[src/rtl/drive_command_sequencer.sv]
// Two-tread H-bridge command sequencer: ramped speed changes, dead-time on reversal, overcurrent latch, watchdog stop.
// Outputs are registered (one edge after acceptance); cmdReady drops while stopping, in dead-time, in fault or on synced overcurrent.
module drive_command_sequencer #(
  parameter int RAMP_DIV   = 4,
  parameter int DEADTIME   = 8,
  parameter int WDT_CYCLES = 100
) (
  input  logic       clock,
  input  logic       reset_n,
  input  logic       cmdValid,
  output logic       cmdReady,
  input  logic [3:0] cmdDirection,
  input  logic [5:0] cmdSpeed,
  input  logic       overCurrent,
  input  logic       clearFault,
  output logic [3:0] movingDirection,
  output logic [5:0] motorSpeed,
  output logic       fault,
  output logic       cmdError
);

  localparam logic [3:0] DIR_STOP  = 4'b0000;
  localparam logic [3:0] DIR_HARD  = 4'b1111;
  localparam logic [3:0] DIR_FWD   = 4'b0110;
  localparam logic [3:0] DIR_REV   = 4'b1001;
  localparam logic [3:0] DIR_RIGHT = 4'b0101;
  localparam logic [3:0] DIR_LEFT  = 4'b1010;

  localparam int PW = (RAMP_DIV > 1) ? $clog2(RAMP_DIV) : 1;
  localparam int DW = (DEADTIME > 1) ? $clog2(DEADTIME) : 1;
  localparam int WW = $clog2(WDT_CYCLES + 1);

  typedef enum logic [2:0] {IDLE, RAMP, STOPPING, DEADTIME_WAIT, FAULT} state_t;

  state_t        state, stateNext;
  logic [3:0]    dirReg, dirNext;
  logic [5:0]    spdReg, spdNext;
  logic [5:0]    tgtReg, tgtNext;
  logic [3:0]    pendDir, pendDirNext;
  logic [5:0]    pendTgt, pendTgtNext;
  logic          pendValid, pendValidNext;
  logic [PW-1:0] presc, prescNext;
  logic [DW-1:0] dtCnt, dtNext;
  logic [WW-1:0] wdtCnt, wdtNext;
  logic          cmdErrNext;
  logic          ocMeta, ocSync;

  logic tick, accept, legalMove, dirStopped, wdtExpired, acceptingState;

  function automatic logic [2:0] stepToward(input logic [2:0] cur, input logic [2:0] tgt);
    if (cur < tgt)      return cur + 3'd1;
    else if (cur > tgt) return cur - 3'd1;
    else                return cur;
  endfunction

  assign tick           = (presc == PW'(RAMP_DIV - 1));
  assign acceptingState = (state == IDLE) || (state == RAMP);
  assign cmdReady       = acceptingState && !ocSync;
  assign accept         = cmdValid && cmdReady;
  assign legalMove      = (cmdDirection == DIR_FWD) || (cmdDirection == DIR_REV) ||
                          (cmdDirection == DIR_RIGHT) || (cmdDirection == DIR_LEFT);
  assign dirStopped     = (dirReg == DIR_STOP) || (dirReg == DIR_HARD);
  assign wdtExpired     = (wdtCnt == WW'(WDT_CYCLES));

  assign movingDirection = dirReg;
  assign motorSpeed      = spdReg;
  assign fault           = (state == FAULT);

  always_ff @(posedge clock or negedge reset_n) begin
    if (!reset_n) begin
      state     <= IDLE;
      dirReg    <= DIR_STOP;
      spdReg    <= '0;
      tgtReg    <= '0;
      pendDir   <= DIR_STOP;
      pendTgt   <= '0;
      pendValid <= 1'b0;
      presc     <= '0;
      dtCnt     <= '0;
      wdtCnt    <= '0;
      cmdError  <= 1'b0;
      ocMeta    <= 1'b0;
      ocSync    <= 1'b0;
    end else begin
      state     <= stateNext;
      dirReg    <= dirNext;
      spdReg    <= spdNext;
      tgtReg    <= tgtNext;
      pendDir   <= pendDirNext;
      pendTgt   <= pendTgtNext;
      pendValid <= pendValidNext;
      presc     <= prescNext;
      dtCnt     <= dtNext;
      wdtCnt    <= wdtNext;
      cmdError  <= cmdErrNext;
      ocMeta    <= overCurrent;
      ocSync    <= ocMeta;
    end
  end

  always_comb begin
    stateNext     = state;
    dirNext       = dirReg;
    spdNext       = spdReg;
    tgtNext       = tgtReg;
    pendDirNext   = pendDir;
    pendTgtNext   = pendTgt;
    pendValidNext = pendValid;
    dtNext        = dtCnt;
    cmdErrNext    = 1'b0;
    prescNext     = tick ? '0 : presc + PW'(1);
    // Watchdog only runs while motion is commanded and nothing is arriving.
    wdtNext       = (accept || dirStopped || !acceptingState || wdtExpired) ? '0 : wdtCnt + WW'(1);

    if (ocSync) begin
      stateNext     = FAULT;
      dirNext       = DIR_HARD;
      spdNext       = '0;
      tgtNext       = '0;
      pendValidNext = 1'b0;
    end else begin
      case (state)
        IDLE, RAMP: begin
          if (accept) begin
            if (cmdDirection == DIR_HARD) begin
              stateNext     = IDLE;
              dirNext       = DIR_HARD;
              spdNext       = '0;
              tgtNext       = '0;
              pendValidNext = 1'b0;
            end else if (cmdDirection == DIR_STOP) begin
              stateNext     = STOPPING;
              tgtNext       = '0;
              pendValidNext = 1'b0;
            end else if (!legalMove) begin
              cmdErrNext = 1'b1;
            end else if (cmdDirection == dirReg) begin
              stateNext = RAMP;
              tgtNext   = cmdSpeed;
            end else if (dirStopped) begin
              stateNext = RAMP;
              dirNext   = cmdDirection;
              tgtNext   = cmdSpeed;
            end else begin
              // Reversal/turn change: coast the old direction down first.
              stateNext     = STOPPING;
              tgtNext       = '0;
              pendDirNext   = cmdDirection;
              pendTgtNext   = cmdSpeed;
              pendValidNext = 1'b1;
            end
          end else if (wdtExpired) begin
            stateNext     = STOPPING;
            tgtNext       = '0;
            pendValidNext = 1'b0;
          end else if (state == RAMP) begin
            if (spdReg == tgtReg) begin
              stateNext = IDLE;
            end else if (tick) begin
              spdNext = {stepToward(spdReg[5:3], tgtReg[5:3]), stepToward(spdReg[2:0], tgtReg[2:0])};
            end
          end
        end
        STOPPING: begin
          if (spdReg == 6'd0) begin
            dirNext   = DIR_STOP;
            dtNext    = '0;
            stateNext = pendValid ? DEADTIME_WAIT : IDLE;
          end else if (tick) begin
            spdNext = {stepToward(spdReg[5:3], 3'd0), stepToward(spdReg[2:0], 3'd0)};
          end
        end
        DEADTIME_WAIT: begin
          if (dtCnt == DW'(DEADTIME - 1)) begin
            stateNext     = RAMP;
            dirNext       = pendDir;
            tgtNext       = pendTgt;
            pendValidNext = 1'b0;
          end else begin
            dtNext = dtCnt + DW'(1);
          end
        end
        FAULT: begin
          dirNext = DIR_HARD;
          spdNext = '0;
          if (clearFault) begin
            stateNext = IDLE;
            dirNext   = DIR_STOP;
          end
        end
        default: begin
          stateNext = IDLE;
          dirNext   = DIR_STOP;
          spdNext   = '0;
        end
      endcase
    end
  end

endmodule

[config.mk]
export PLATFORM = sky130hd
export DESIGN_NAME = drive_command_sequencer
export DESIGN_NICKNAME = d
export VERILOG_FILES = /design/src/rtl/drive_command_sequencer.sv
export SDC_FILE = /design/constraint.sdc
export NUM_CORES = 1
export LEC_CHECK = 0
export BUFFER_PORTS_ARGS = -buffer_cell sky130_fd_sc_hd__buf_2
export CAP_MARGIN = 25
export CORE_MARGIN = 5
export CORE_UTILIZATION = 33
export CTS_BUF_LIST = sky130_fd_sc_hd__clkbuf_8
export DETAILED_ROUTE_END_ITERATION = 10
export PLACE_DENSITY = 0.54
export SYNTH_ARGS = -nofsm -noshare
export SYNTH_HDL_FRONTEND = slang
export SYNTH_SLANG_ARGS = --single-unit
[constraint.sdc]
create_clock -name clock -period 2.2 [get_ports clock]
set_input_delay 0.44 -clock clock [delete_from_list [all_inputs] [get_ports clock]]
set_output_delay 0.44 -clock clock [all_outputs]
set_load 0.1 [all_outputs]
==> results.txt <==
Yosys reg bits: 45
HP Class: input pin to async pin
Yosys top cell by area: dfrtp_1
pin count of the biggest net entering global routing: 27
most common flop cell mapped by yosys: dfrtp_1
P_leak: 1.568 nW
Syn-to-layout area delta: 29.43%
Clock power frac: 28.5%
Slew headroom: 67.57%
post-route ant nets: 0
switch share: 32.54%
clk_lat worst skew: 0.30 ns
Area contributors post-synth: dfrtp_1 (41%), ha_1 (7.7%), mux2_2 (4.5%)
Num CTS Buffers: 5
P_sw: 0.7650 mW
vias in the first global route: 2302
GRT Total Usage: 14.06%
CP max FO: 4
Startpoint Class: register
Least-Margin Pin Slew: 0.4864 ns
FILL cells: 811
final setup violation count: 5
crit path DAT: 2.49 ns
worst slack at placement: -0.1218 ns
Residual DRC: 0
Placed Instances: 429
initial antenna violation count: 0
drt first pass iters: 4
pwr dens: 659.4 mW/mm^2
Post-Route WL: 6796 um
DIE AREA: 0.01028 mm^2
Clk Tree Root Cell: clkbuf_8
Period minus WS final: 2.308 ns
part of the power in registers: 42.6%
Tcrit/Tclk final: 104.9%
initial drt markers: 45
top-count cell post-synth: dfrtp_1
RSZ-0062 raised after global routing: true
layout cells sized above 1: 36.53%
post-route setup slack: -0.1075 ns
first-pass GRT wire length: 11470 um
grt ovf: 0
std cell rows: 33
reg2reg start: motorSpeed[0]
# H-tree levels: 2
Vias: 2258
vias per std cell: 5.144
cells after synthesis: 277
CP startpoint: motorSpeed[0]
gpl congestion: 0.8465
routed len/inst: 15.48 um
Crit Path Class: register to register
Worst setup EP type: register
Design Power: 2.351 mW
die width: 101.4 um
Avg Cell Area, Syn: 9.946 um^2
warnings from Yosys: 0
Post-Syn Area: 0.002755 mm^2
DP Wirelength: 5230 um
failing checks: setup timing
Hold Worst Slack: 0.09088 ns
top cell type's share of synthesized area: 40.87%
Final Slew Violations: 0
Fin Setup TNS: -0.4499 ns
Final Hold Vio Count: 0
Initial Utilization: 33.70%
diode count: 0
Reg area: 0.001149 mm^2
clock buffer depth: 2
VDD IR-drop max: 0.4046 mV
Hold Buf Count CTS: 0
clk slew on worst S/H paths: 0.09 ns
Seq/Total Area, Yosys: 40.87%
Max Cap Viol: 0
placed instance area: 0.003323 mm^2
I/O Buffers: 27
outcome: finished with violations
Cell Count, Final, Fillers Out: 439
multi-input gate area in the final layout: 0.001647 mm^2
I/O pin cnt: 28
Clock Skews: 0.008231 ns
TritonCTS clock tree: yes
fmax: 0.4334 GHz
combinational power share: 29.0%
Required @ worst endpoint: 2.39 ns
CTS Sinks: 45
utilization after layout: 43.62%
nets: 365
Int Pwr: 1.586 mW
design area: 0.003566 mm^2
number of synthesized flops with an enable pin: 0
CORE AREA: 0.008175 mm^2
Commonest cells post-synth: dfrtp_1 (45), nor2_1 (22), inv_1 (20), nand2_1 (18), ha_1 (17)
Synth Net Count: 309
die span in y: 101.4 um
Netlist cell types: 56
Synth async-reset ratio: 100.0%
-- repair_timing --
| item | 4_1_cts | 5_1_grt |
|---|---|---|
| endpoints found under the setup margin | 9 | 11 |
| gates resized for setup | 10 | 7 |
| buffers inserted | 2 | 1 |
| pin swaps | 2 | 2 |
-- routing by layer --
metal / up-vias / global-route usage [%] / part of all wire, %
met5: - / 0 / 0
met4: 0 / 3.579 / 1.2
met3: 8 / 2.824 / 2.6
met2: 27 / 21.53 / 47
met1: 1098 / 20.34 / 50
li1: 1125 / - / -
-- placed cells by master (no fill, tap or decap), types with 4 or more instances in the layout --
cell type / instances
a22oi_1: 6
clkbuf_8: 6
and3_1: 4
buf_4: 30
nor3_1: 4
xor2_1: 6
nand3_1: 5
dfrtp_2: 6
mux2_2: 11
mux2_4: 4
inv_1: 18
dfrtp_1: 35
xnor2_1: 5
dfrtp_4: 4
buf_2: 25
ha_4: 4
buf_12: 4
or2_2: 4
a221oi_1: 5
nand2_1: 18
nor2_1: 22
ha_1: 13
a21oi_1: 8
o211ai_1: 6
o21ai_0: 16
-- critical path: stages (launching register included) --
cell      delay (ns)
dfrtp_4         0.50
inv_4           0.07
ha_4            0.12
or4b_4          0.47
o311a_4         0.35
a311oi_4        0.22
buf_6           0.16
mux2_4          0.29
-- cell type report --
| cell class | count | area share (%) |
|---|---|---|
| clock buffer | 6 | 2.316 |
| clock inverter | 2 | 1.053 |
| inverter | 20 | 2.175 |
| multi-input combinational | 201 | 46.18 |
| sequential | 45 | 32.21 |
| tap | 105 | 3.684 |
| timing repair buffer | 60 | 12.39 |
-- final timing paths --
kind	to	slack (ns)	cells after the start
setup / recovery	movingDirection[0]	-0.11	7
setup reg to reg	movingDirection[0]	-0.11	7
max in group asynchronous	motorSpeed[0]	1.60	2
min in group clock	ocMeta	0.24	1
hold reg to reg	ocSync	0.36	0
hold / removal	motorSpeed[3]	0.09	1
-- power by group through the flow --
stage	combinational (mW)	clock, mW	sequential [mW]
floorplan	0.338	0	1.12
global placement	0.631	0	1.02
detailed placement	0.639	0	1.02
CTS	0.662	0.694	1.00
global route	0.740	0.728	1.02
finish	0.681	0.669	1.00
-- cells by family (layout without fill, tap and decap cells) --
kind of cell	after synthesis	after routing	share of synthesized area [%]
AO/OA/AOI/OAI	67	67	18.30
XOR/XNOR	11	11	3.497
adder cells (fa/ha/maj)	17	17	7.720
buffers and inverters	31	88	4.541
flip-flops	45	45	40.87
multiplexers	18	18	7.766
AND/OR/NAND/NOR	88	88	17.30
-- state kept, by name, indices dropped and copies added (netlist names) --
signal and count:
pendValid 1, dtCnt 3, ocSync 1, movingDirection 4
pendTgt 6, wdtCnt 7, motorSpeed 6, pendDir 4
tgtReg 6, state 3, presc 2, ocMeta 1
cmdError 1
(Power assumes the default switching activity.)
